**src/rtl/fetch_stage_if.sv**
```systemverilog
// fetch_stage_if: icache request/response, decode control and fd slot signals
// of the instruction-fetch stage, with fetch-side (master) and environment (slave) views.
`default_nettype none

interface fetch_stage_if;
  logic        dcache_stall;
  logic        mul_stall;
  logic        load_stall;
  logic        branch_stall;
  logic        branch_en;
  logic [31:0] branch_PC;
  logic        ic_req;
  logic [31:0] ic_addr;
  logic        ic_ready;
  logic [31:0] ic_rdata;
  logic [31:0] fd_pc;
  logic [31:0] fd_instr;
  logic        icache_stall;

  modport master (
    input  dcache_stall, mul_stall, load_stall, branch_stall, branch_en, branch_PC,
    input  ic_ready, ic_rdata,
    output ic_req, ic_addr, fd_pc, fd_instr, icache_stall
  );

  modport slave (
    output dcache_stall, mul_stall, load_stall, branch_stall, branch_en, branch_PC,
    output ic_ready, ic_rdata,
    input  ic_req, ic_addr, fd_pc, fd_instr, icache_stall
  );
endinterface

`default_nettype wire

```
**src/rtl/fetch_stage.sv**
```systemverilog
// fetch_stage: owns the fetch PC, issues in-order icache requests, buffers
// responses in a prefetch queue and drives the fd pipeline slot toward decode.
`default_nettype none

module fetch_stage #(
  parameter logic [31:0] RESET_PC  = 32'h0000_0000,
  parameter int unsigned DEPTH     = 2,
  parameter logic [31:0] NOP_INSTR = 32'h0000_0013
) (
  input  wire logic     clock,
  input  wire logic     reset,
  fetch_stage_if.master bus
);
  localparam int unsigned   PW      = $clog2(DEPTH);
  localparam int unsigned   CW      = PW + 1;
  localparam logic [CW-1:0] C_DEPTH = CW'(DEPTH);

  localparam logic [1:0] S_FETCH  = 2'd0;
  localparam logic [1:0] S_HOLD   = 2'd1;
  localparam logic [1:0] S_SQUASH = 2'd2;

  logic [1:0]    r_state;
  logic [31:0]   r_fetch_pc;
  logic          r_ic_req;
  logic [31:0]   r_ic_addr;
  logic [31:0]   r_q_pc    [DEPTH];
  logic [31:0]   r_q_instr [DEPTH];
  logic [PW-1:0] r_wr_ptr;
  logic [PW-1:0] r_rd_ptr;
  logic [CW-1:0] r_count;
  logic          r_fd_valid;
  logic [31:0]   r_fd_pc;
  logic [31:0]   r_fd_instr;

  logic          w_freeze, w_hs, w_redirect, w_consume, w_resp_ok;
  logic          w_fd_load, w_q_empty, w_deq, w_bypass, w_enq;
  logic          w_pending_nxt, w_can_issue;
  logic [CW-1:0] w_count_nxt;
  logic [31:0]   w_pc_inc;

  always_comb begin
    w_freeze      = bus.dcache_stall | bus.mul_stall;
    w_hs          = r_ic_req & bus.ic_ready;
    w_redirect    = r_fd_valid & ~w_freeze & bus.branch_en;
    w_consume     = r_fd_valid & ~w_freeze & ~bus.load_stall & ~bus.branch_stall & ~bus.branch_en;
    // A response landing in SQUASH, or on the redirect edge itself, is wrong-path.
    w_resp_ok     = w_hs & (r_state != S_SQUASH) & ~w_redirect;
    w_fd_load     = (~r_fd_valid & ~w_freeze) | w_consume;
    w_q_empty     = (r_count == '0);
    w_deq         = w_fd_load & ~w_q_empty;
    w_bypass      = w_fd_load & w_q_empty & w_resp_ok;
    w_enq         = w_resp_ok & ~w_bypass;
    w_count_nxt   = w_redirect ? '0 : (r_count + CW'(w_enq) - CW'(w_deq));
    w_pending_nxt = r_ic_req & ~bus.ic_ready;
    // Only issue when the response is guaranteed a queue slot.
    w_can_issue   = ~w_freeze & ~w_pending_nxt & (w_count_nxt < C_DEPTH);
    w_pc_inc      = r_fetch_pc + 32'd4;
  end

  always_ff @(posedge clock or negedge reset) begin
    if (!reset) begin
      r_state    <= S_FETCH;
      r_fetch_pc <= RESET_PC;
      r_ic_req   <= 1'b0;
      r_ic_addr  <= RESET_PC;
    end else if (w_redirect) begin
      r_fetch_pc <= bus.branch_PC;
      if (w_pending_nxt) begin
        r_state <= S_SQUASH;
      end else begin
        r_state   <= S_FETCH;
        r_ic_req  <= w_can_issue;
        r_ic_addr <= bus.branch_PC;
      end
    end else begin
      case (r_state)
        S_SQUASH: begin
          if (bus.ic_ready) begin
            r_ic_req  <= w_can_issue;
            r_ic_addr <= r_fetch_pc;
            r_state   <= w_can_issue ? S_FETCH : S_HOLD;
          end
        end
        default: begin
          if (w_hs) r_fetch_pc <= w_pc_inc;
          if (!w_pending_nxt) begin
            r_ic_req  <= w_can_issue;
            r_ic_addr <= w_hs ? w_pc_inc : r_fetch_pc;
            r_state   <= w_can_issue ? S_FETCH : S_HOLD;
          end
        end
      endcase
    end
  end

  always_ff @(posedge clock) begin
    if (w_enq) begin
      r_q_pc[r_wr_ptr]    <= r_ic_addr;
      r_q_instr[r_wr_ptr] <= bus.ic_rdata;
    end
  end

  always_ff @(posedge clock or negedge reset) begin
    if (!reset) begin
      r_wr_ptr <= '0;
      r_rd_ptr <= '0;
      r_count  <= '0;
    end else begin
      if (w_redirect) begin
        r_wr_ptr <= '0;
        r_rd_ptr <= '0;
      end else begin
        if (w_enq) r_wr_ptr <= r_wr_ptr + PW'(1);
        if (w_deq) r_rd_ptr <= r_rd_ptr + PW'(1);
      end
      r_count <= w_count_nxt;
    end
  end

  always_ff @(posedge clock or negedge reset) begin
    if (!reset) begin
      r_fd_valid <= 1'b0;
      r_fd_pc    <= 32'h0;
      r_fd_instr <= NOP_INSTR;
    end else if (w_redirect) begin
      r_fd_valid <= 1'b0;
      r_fd_pc    <= 32'h0;
      r_fd_instr <= NOP_INSTR;
    end else if (w_fd_load) begin
      if (w_deq) begin
        r_fd_valid <= 1'b1;
        r_fd_pc    <= r_q_pc[r_rd_ptr];
        r_fd_instr <= r_q_instr[r_rd_ptr];
      end else if (w_bypass) begin
        r_fd_valid <= 1'b1;
        r_fd_pc    <= r_ic_addr;
        r_fd_instr <= bus.ic_rdata;
      end else begin
        r_fd_valid <= 1'b0;
        r_fd_instr <= NOP_INSTR;
      end
    end
  end

  assign bus.ic_req       = r_ic_req;
  assign bus.ic_addr      = r_ic_addr;
  assign bus.fd_pc        = r_fd_pc;
  assign bus.fd_instr     = r_fd_instr;
  assign bus.icache_stall = ~r_fd_valid;
endmodule

`default_nettype wire
```
**src/flat_wrapper.sv**
```systemverilog
// flat-port wrapper written by rule: the top's interface ports become plain ports
module fetch_stage_flat 
#(
  parameter logic [31:0] RESET_PC  = 32'h0000_0000,
  parameter int unsigned DEPTH     = 2,
  parameter logic [31:0] NOP_INSTR = 32'h0000_0013
)
  (clock, reset, bus_dcache_stall, bus_mul_stall, bus_load_stall, bus_branch_stall, bus_branch_en, bus_branch_PC, bus_ic_ready, bus_ic_rdata, bus_ic_req, bus_ic_addr, bus_fd_pc, bus_fd_instr, bus_icache_stall);
  fetch_stage_if bus_i ();
  input  wire logic clock;
  input  wire logic reset;
  input wire logic [$bits(bus_i.dcache_stall)-1:0] bus_dcache_stall;
  input wire logic [$bits(bus_i.mul_stall)-1:0] bus_mul_stall;
  input wire logic [$bits(bus_i.load_stall)-1:0] bus_load_stall;
  input wire logic [$bits(bus_i.branch_stall)-1:0] bus_branch_stall;
  input wire logic [$bits(bus_i.branch_en)-1:0] bus_branch_en;
  input wire logic [$bits(bus_i.branch_PC)-1:0] bus_branch_PC;
  input wire logic [$bits(bus_i.ic_ready)-1:0] bus_ic_ready;
  input wire logic [$bits(bus_i.ic_rdata)-1:0] bus_ic_rdata;
  output wire logic [$bits(bus_i.ic_req)-1:0] bus_ic_req;
  output wire logic [$bits(bus_i.ic_addr)-1:0] bus_ic_addr;
  output wire logic [$bits(bus_i.fd_pc)-1:0] bus_fd_pc;
  output wire logic [$bits(bus_i.fd_instr)-1:0] bus_fd_instr;
  output wire logic [$bits(bus_i.icache_stall)-1:0] bus_icache_stall;
  assign bus_i.dcache_stall = bus_dcache_stall;
  assign bus_i.mul_stall = bus_mul_stall;
  assign bus_i.load_stall = bus_load_stall;
  assign bus_i.branch_stall = bus_branch_stall;
  assign bus_i.branch_en = bus_branch_en;
  assign bus_i.branch_PC = bus_branch_PC;
  assign bus_i.ic_ready = bus_ic_ready;
  assign bus_i.ic_rdata = bus_ic_rdata;
  assign bus_ic_req = bus_i.ic_req;
  assign bus_ic_addr = bus_i.ic_addr;
  assign bus_fd_pc = bus_i.fd_pc;
  assign bus_fd_instr = bus_i.fd_instr;
  assign bus_icache_stall = bus_i.icache_stall;
  fetch_stage #(.RESET_PC(RESET_PC), .DEPTH(DEPTH), .NOP_INSTR(NOP_INSTR)) u_core (.clock(clock), .reset(reset), .bus(bus_i));
endmodule
```
**config.mk**
```make
export PLATFORM = sky130hd
export DESIGN_NAME = fetch_stage_flat
export DESIGN_NICKNAME = d
export VERILOG_FILES = /design/src/rtl/fetch_stage_if.sv /design/src/rtl/fetch_stage.sv /design/src/flat_wrapper.sv
export SDC_FILE = /design/constraint.sdc
export NUM_CORES = 1
export LEC_CHECK = 0
export ABC_AREA = 1
export BUFFER_PORTS_ARGS = -buffer_cell sky130_fd_sc_hd__clkbuf_2
export CAP_MARGIN = 20
export CELL_PAD_IN_SITES_DETAIL_PLACEMENT = 1
export CELL_PAD_IN_SITES_GLOBAL_PLACEMENT = 2
export CORE_ASPECT_RATIO = 1.2
export CORE_MARGIN = 5
export CORE_UTILIZATION = 39
export DETAILED_ROUTE_END_ITERATION = 16
export PLACE_DENSITY = 0.83
export SLEW_MARGIN = 25
export SYNTH_ARGS = -nofsm -noshare
export SYNTH_HDL_FRONTEND = slang
export SYNTH_SLANG_ARGS = --single-unit
```
**constraint.sdc**
```tcl
create_clock -name clock -period 7.6 [get_ports clock]
set_input_delay 0.38 -clock clock [delete_from_list [all_inputs] [get_ports clock]]
set_output_delay 0.38 -clock clock [all_outputs]
set_load 0.05 [all_outputs]
```
After elaboration in Yosys (flattened, before gate mapping)
Memory sizes are Yosys's and may differ from the RTL's.
Index checks and enable logic that the tools add are counted.
{"block": "word_totals", "regBits": 136, "mem_bits_rw": 128, "inputBits": 72, "out_inout_bits": 98, "word_cells": 98, "n_memories": 2}
{"name": "u_core.r_q_instr", "depth": 2, "word_bits": 32, "rd": 1, "rd_ports_with_merged_regs": 0, "wr": 1, "line_no": "fetch_stage.sv:27", "source": "logic [31:0] r_q_instr [DEPTH];"}
{"name": "u_core.r_q_pc", "depth": 2, "word_bits": 32, "rd": 1, "rd_ports_with_merged_regs": 0, "wr": 1, "line_no": "fetch_stage.sv:26", "source": "logic [31:0] r_q_pc [DEPTH];"}
{"block": "classes", "n_addsub": 5, "magnitude_cmp": 1, "eq_ne": 7, "n_mux": 37, "bitwise_logic": 28, "reduce_logical": 8}
{"operator": "$mux 32", "n": 16}
{"operator": "$add 32x3->32 const B", "n": 1}
{"operator": "$and 1x1->1", "n": 16}
{"operator": "$mux 1", "n": 15}
{"operator": "$mux 2", "n": 6}
{"operator": "$not 1->1", "n": 10}
{"operator": "$ne 2x2->1 const B", "n": 3}
{"operator": "$ne 3x2->1 const B", "n": 2}
{"operator": "$reduce_bool 2->1", "n": 3}
{"operator": "$reduce_and 2->1", "n": 2}
{"operator": "$reduce_and 3->1", "n": 1}
{"operator": "$reduce_bool 3->1", "n": 1}
{"operator": "$add 1x1->1 const B", "n": 2}
{"operator": "$add 2x1->2", "n": 1}
{"operator": "$eq 2x2->1 const B", "n": 1}
{"operator": "$logic_not 2->1", "n": 1}
{"operator": "$lt 2x2->1 const B", "n": 1}
{"operator": "$ne 2x1->1 const B", "n": 1}
{"operator": "$or 1x1->1", "n": 2}
{"operator": "$sub 2x1->2", "n": 1}

Logic depth before layout (Yosys ltp)
{"block": "logic_depth", "word_depth": 20, "mapped_depth": 15, "mapped_depth_nobuf": 15}

Worst setup path after synthesis
Ideal clock, no wire load.
{"block": "synth_path", "kind": "reg-to-reg", "from": "reg u_core.r_ic_req, in the netlist u_core.bus.ic_req", "to": "mem u_core.r_q_instr[0][0], enable pin", "setup_time_ps": 486, "arrival_time_ps": 3894, "required_ps": 7114, "setup_slack_ps": 3220, "stages_incl_launch_ff": 6, "n_path_buf": 1, "period_less_slack_ps": 4380, "path_cell_list": "dfrtp_1 > nand2_1 > buf_6 > nor2_1 > nand2_1 > nor2_1"}
{"block": "synth_via", "elab_chain_len": 8}
{"item": "from (decl)", "line_no": "fetch_stage.sv:24", "source": "logic r_ic_req;"}
{"item": "from (signal assigned)", "line_no": "fetch_stage.sv:72", "source": "r_ic_req <= w_can_issue;"}
{"item": "from (signal assigned)", "line_no": "fetch_stage.sv:79", "source": "r_ic_req <= w_can_issue;"}
{"item": "from (signal assigned)", "line_no": "fetch_stage.sv:87", "source": "r_ic_req <= w_can_issue;"}
{"item": "$and 1x1->1 *", "line_no": "fetch_stage.sv:43", "source": "w_hs = r_ic_req & bus.ic_ready;"}
{"item": "$and 1x1->1 * (2 in series)", "line_no": "fetch_stage.sv:47", "source": "w_resp_ok = w_hs & (r_state != S_SQUASH) & ~w_redirect;"}
{"item": "$and 1x1->1", "line_no": "fetch_stage.sv:51", "source": "w_bypass = w_fd_load & w_q_empty & w_resp_ok;"}
{"item": "$not 1->1", "line_no": "fetch_stage.sv:52", "source": "w_enq = w_resp_ok & ~w_bypass;"}
{"item": "$and 1x1->1 *", "line_no": "fetch_stage.sv:52"}
{"item": "$mux 1 *", "line_no": "fetch_stage.sv:97", "source": "if (w_enq) begin"}
{"item": "$mux 1 (not written as such) *", "line_no": "fetch_stage.sv:99", "source": "r_q_instr[r_wr_ptr] <= bus.ic_rdata;"}
{"item": "to (decl)", "line_no": "fetch_stage.sv:27"}
Every way passes the cells marked *; elsewhere a longest branch is shown, timed or not.

Final worst setup path
{"block": "layout_path", "from": "reg u_core.r_fd_valid", "to": "mem u_core.r_q_instr[1][15], enable pin"}
{"block": "layout_via", "elab_chain_len": 11, "word_cells_on_any_way": 16, "cone_classes": "mux (2); bitwise (14)"}
{"item": "from (decl)", "line_no": "fetch_stage.sv:31", "source": "logic r_fd_valid;"}
{"item": "from (signal assigned)", "line_no": "fetch_stage.sv:122", "source": "r_fd_valid <= 1'b0;"}
{"item": "from (signal assigned)", "line_no": "fetch_stage.sv:126", "source": "r_fd_valid <= 1'b0;"}
{"item": "from (signal assigned)", "line_no": "fetch_stage.sv:131", "source": "r_fd_valid <= 1'b1;"}
{"item": "$and 1x1->1", "line_no": "fetch_stage.sv:44, fetch_stage.sv:45"}
{"item": "$and 1x1->1 (3 in series)", "line_no": "fetch_stage.sv:45", "source": "w_consume = r_fd_valid & ~w_freeze & ~bus.load_stall & ~bus.branch_stall & ~bus.branch_en;"}
{"item": "$or 1x1->1", "line_no": "fetch_stage.sv:48", "source": "w_fd_load = (~r_fd_valid & ~w_freeze) | w_consume;"}
{"item": "$and 1x1->1 (2 in series)", "line_no": "fetch_stage.sv:51"}
{"item": "$not 1->1", "line_no": "fetch_stage.sv:52"}
{"item": "$and 1x1->1 *", "line_no": "fetch_stage.sv:52"}
{"item": "$mux 1 *", "line_no": "fetch_stage.sv:97"}
{"item": "$mux 1 (not written as such) *", "line_no": "fetch_stage.sv:99"}
Marked as above.

==> impl_results.md <==
* Required arrival time at the worst endpoint at 7760 ps
* Origin of the worst min-delay path: bus_ic_rdata[5]
* Overflow after GRT at 0
* H-Tree Level Count at 1
* Sequential element share of the synthesized area at 63.19%
* Pin count of the biggest net entering global routing at 91
* # setup viols final at 0
* Number of cells traversed by the worst register-to-register path at 8
* Growth of design area from synthesis to finish at 18.64%
* Slew at the pin closest to its max-slew limit at 971.5 ps
* CTS Buf Count at 28
* Diode count at 0
* Starting Density at 39.67%
* Fraction of power consumed by sequential logic at 39.9%
* Setup CP Type: register to register
* Number of buffers inserted by post-CTS setup repair at 0
* Internal cell power at 3.318 mW
* Post-synth EDFFs at 128
* Worst min-delay path class: input pin to register
* Most common flop cell mapped by yosys: sky130_fd_sc_hd__dfrtp_1
* Die Width at 166.6 µm
* Switching power total at 2.592 mW
* Tcrit/Tclk final at 45.15%
* Number of hold-slack violations in the final timing report at 0
* Post-synthesis cell count at 1181
* Clock latency on the worst-skew pair at 530 ps
* Setup slack of the most critical reg-to-reg path at 4170 ps
* Die extent in y at 197.9 µm
* Net switching fraction of the power at 43.86%
* Post-synthesis average cell area at 9.716 µm²
* Overall routing resource usage at 20.19%
* Leakage Power at 5.958 nW
* Power Dens Cells at 434.2 nW/µm²
* Average detailed-routed wire length per instance at 19.28 µm
* RSZ-0062 raised after global routing: no
* Number of iterations in the first detailed-routing pass at 6
* FMAX at 291.4 MHz
* Wire length after detailed routing at 33570 µm
* Cts repair resizes at 0
* Count of state elements after synthesis at 264
* Max-Cap Viols at 0
* Fraction of final layout cells sized beyond drive strength 1 at 19.47%
* Startpoint types: register
* Final-stage net count at 1408
* Clock network fraction of total power at 23.9%
* Clock period minus worst slack at 3431 ps
* Max-Slew Margin vs Limit at 35.23%
* Share of synthesized flip-flops with an asynchronous set or reset at 51.52%
* First-pass GRT wire length at 53480 µm
* Most frequent cells after synthesis: sky130_fd_sc_hd__nand2_1, sky130_fd_sc_hd__dfrtp_1, sky130_fd_sc_hd__edfxtp_1
* TritonCTS clock tree: done
* Library cell with the highest instance count after synthesis: sky130_fd_sc_hd__nand2_1
* Clock root buffer: sky130_fd_sc_hd__clkbuf_16
* Die area at 32970 µm²
* Hold endpoint: u_core.r_q_instr[1][5]
* Share of Yosys cell area claimed by the top area cell type at 33.50%
* Place WS at 4022 ps
* Post-synthesis cell type count at 41
* Post-route setup slack at 4169 ps
* Max VDD drop at 0.2016 mV
* Arrival time at the worst endpoint at 3600 ps
* Placed wire-length estimate after detailed placement at 22460 µm
* Synthesized area at 11470 µm²
* Row count at 68
* Setup TNS at 0 ps
* Type of element capturing the critical path: register
* Mean number of vias per cell at 5.170
* Clock transition at the registers of the reported paths at 60 ps
* Count of routing violations after the opening detailed-route iteration at 491
* Final core utilization at 47.06%
* Placeable core region at 28930 µm²
* Post-synth top area cell: sky130_fd_sc_hd__edfxtp_1
* I/O pins at 170
* Top area cells in the synthesized netlist: sky130_fd_sc_hd__edfxtp_1, sky130_fd_sc_hd__dfrtp_1, sky130_fd_sc_hd__nand2_1
* Vias in the first global route at 9495
* Reg-to-reg critical path startpoint: u_core.r_fd_valid
* Worst hold path depth at 1
* Initial antenna violation count at 0
* Sinks on Clock Net at 264
* Count of warnings emitted by yosys at 0
* Net count of the mapped netlist at 1255
* Maximum net fanout on the critical path at 37
* Vias at 9001
* Port bufs at 169
* Post-route clock skew at 11.52 ps
* Layout filler cell count at 3344
* Weighted congestion reported at the end of routability-driven placement at 0.7817
* Endpoint of the worst-slack reg-to-reg timing path: u_core.r_q_instr[1][15]
* Antenna viol nets, final at 0
* Max Slew Vio Count at 0
* Result of the run: finished, final reports clean
* Maximum count of clock buffers along a single path at 3
* Part of the total power dissipated in combinational logic at 36.2%
* Number of DRC violations after detailed routing at 0
==> state kept, by name, indices dropped and copies added (netlist names) <==
| name | count |
|---|---|
| u_core.bus.ic_addr | 32 |
| u_core.r_fetch_pc | 32 |
| u_core.r_state | 2 |
| u_core.r_rd_ptr | 1 |
| u_core.r_fd_valid | 1 |
| u_core.bus.fd_instr | 32 |
| u_core.bus.ic_req | 1 |
| u_core.r_count | 2 |
| u_core.r_q_pc | 64 |
| u_core.r_q_instr | 64 |
| u_core.bus.fd_pc | 32 |
| u_core.r_wr_ptr | 1 |
==> critical path, stage by stage (launching register included) <==
cell and delay (ps):
sky130_fd_sc_hd__dfrtp_1 400, sky130_fd_sc_hd__nand2_2 150, sky130_fd_sc_hd__nor2_8 130, sky130_fd_sc_hd__nor2_4 560, sky130_fd_sc_hd__inv_2 180, sky130_fd_sc_hd__nor2_1 130, sky130_fd_sc_hd__nand2_1 200, sky130_fd_sc_hd__nor2_4 690
sky130_fd_sc_hd__buf_4 560
==> metal layers <==
metal | vias up | wire length, µm | track usage, %
met2 | 198 | 16890 | 35.98
met5 | - | 0 | 0
met1 | 4487 | 14710 | 26.36
li1 | 4278 | - | -
met4 | 0 | 600 | 4.244
met3 | 38 | 1368 | 3.075
==> power groups by stage <==
stage | clock [mW] | combinational (mW) | sequential (mW)
after global placement | 0 | 2.12 | 2.37
after floorplan | 0 | 0.839 | 3.00
after detailed placement | 0 | 2.16 | 2.39
final | 1.41 | 2.14 | 2.36
after global routing | 1.51 | 2.34 | 2.41
after CTS | 1.44 | 2.17 | 2.37
==> placed cells by master (no fill, tap or decap), types with 2 or more instances in the layout <==
master                       netlist  layout
sky130_fd_sc_hd__a21boi_0          3       3
sky130_fd_sc_hd__a21oi_1          17      17
sky130_fd_sc_hd__a31oi_1           6       6
sky130_fd_sc_hd__buf_4             3      11
sky130_fd_sc_hd__bufinv_16         0       3
sky130_fd_sc_hd__clkbuf_1         32       7
sky130_fd_sc_hd__clkbuf_16         0      29
sky130_fd_sc_hd__clkbuf_2          0     168
sky130_fd_sc_hd__clkbuf_8          0       5
sky130_fd_sc_hd__clkinv_2          0       4
sky130_fd_sc_hd__clkinvlp_4        0       3
sky130_fd_sc_hd__dfrtp_1         133     132
sky130_fd_sc_hd__dfstp_2           3       3
sky130_fd_sc_hd__edfxtp_1        128     128
sky130_fd_sc_hd__ha_1              2       2
sky130_fd_sc_hd__inv_1            53      52
sky130_fd_sc_hd__inv_2             7       8
sky130_fd_sc_hd__nand2_1         371     371
sky130_fd_sc_hd__nand2_2           3       3
sky130_fd_sc_hd__nand3_1         104     104
sky130_fd_sc_hd__nand3b_1          2       2
sky130_fd_sc_hd__nand4_1           6       6
sky130_fd_sc_hd__nor2_1          119     116
sky130_fd_sc_hd__nor2_2            7       7
sky130_fd_sc_hd__nor2_4            4       7
sky130_fd_sc_hd__nor3_1            5       5
sky130_fd_sc_hd__o211ai_1          2       2
sky130_fd_sc_hd__o21ai_0          55      55
sky130_fd_sc_hd__o21ai_1          32      32
sky130_fd_sc_hd__o21bai_1          2       2
sky130_fd_sc_hd__o22ai_1           2       2
sky130_fd_sc_hd__o311ai_0         10      10
sky130_fd_sc_hd__o311ai_1         20      20
sky130_fd_sc_hd__or2_2             4       4
sky130_fd_sc_hd__xnor2_1           7       7
sky130_fd_sc_hd__xor2_1            7       7
==> worst max-delay path by stage <==
| stage | start | slack, ps | to |
|---|---|---|---|
| floorplan | u_core.bus.ic_req | 3220 | u_core.r_q_instr[0][0] |
| global placement | bus_branch_en | 4100 | u_core.r_q_instr[1][8] |
| detailed placement | bus_branch_en | 4020 | u_core.r_q_instr[1][13] |
| CTS | u_core.r_fd_valid | 4080 | u_core.r_q_instr[1][8] |
| global route | u_core.r_fd_valid | 3910 | u_core.r_q_pc[1][3] |
| finish | u_core.r_fd_valid | 4170 | u_core.r_q_instr[1][15] |
==> kinds of logic after synthesis <==
kind of cell / share of synthesized area, %
and+or+nand+nor: 22.91
DFF: 63.19
AOI/OAI and AO/OA: 8.025
buffers and inverters: 4.591
xor gates and xnor gates: 1.069
adders and majority gates: 0.2180
==> through the flow <==
stage	power [mW]	hold WS, ps	area, µm²	std cells
floorplan	3.836	84.41	11470	1181
global placement	4.493	450.0	12610	1687
detailed placement	4.551	462.3	12610	1687
CTS	5.979	40.91	13590	1740
global route	6.265	43.75	13610	1741
finish	5.910	57.87	13610	1741
==> area by class of cell <==
| class | count | area (µm²) | area share, % |
|---|---|---|---|
| Clock buffer | 41 | 820.8 | 6.029 |
| Clock inverter | 11 | 141.4 | 1.039 |
| Inverter | 60 | 225.2 | 1.654 |
| Multi-Input combinational cell | 798 | 3720 | 27.33 |
| Sequential cell | 264 | 7252 | 53.27 |
| Tap cell | 385 | 481.7 | 3.539 |
| Timing Repair Buffer | 182 | 972.2 | 7.142 |
==> repair_timing <==
item | 4_1_cts | 5_1_grt
endpoints found under the hold margin | 10 | 0
setup endpoints to repair | 0 | 0
hold buffers | 1 | 0
Power figures use the tool's default switching activity.
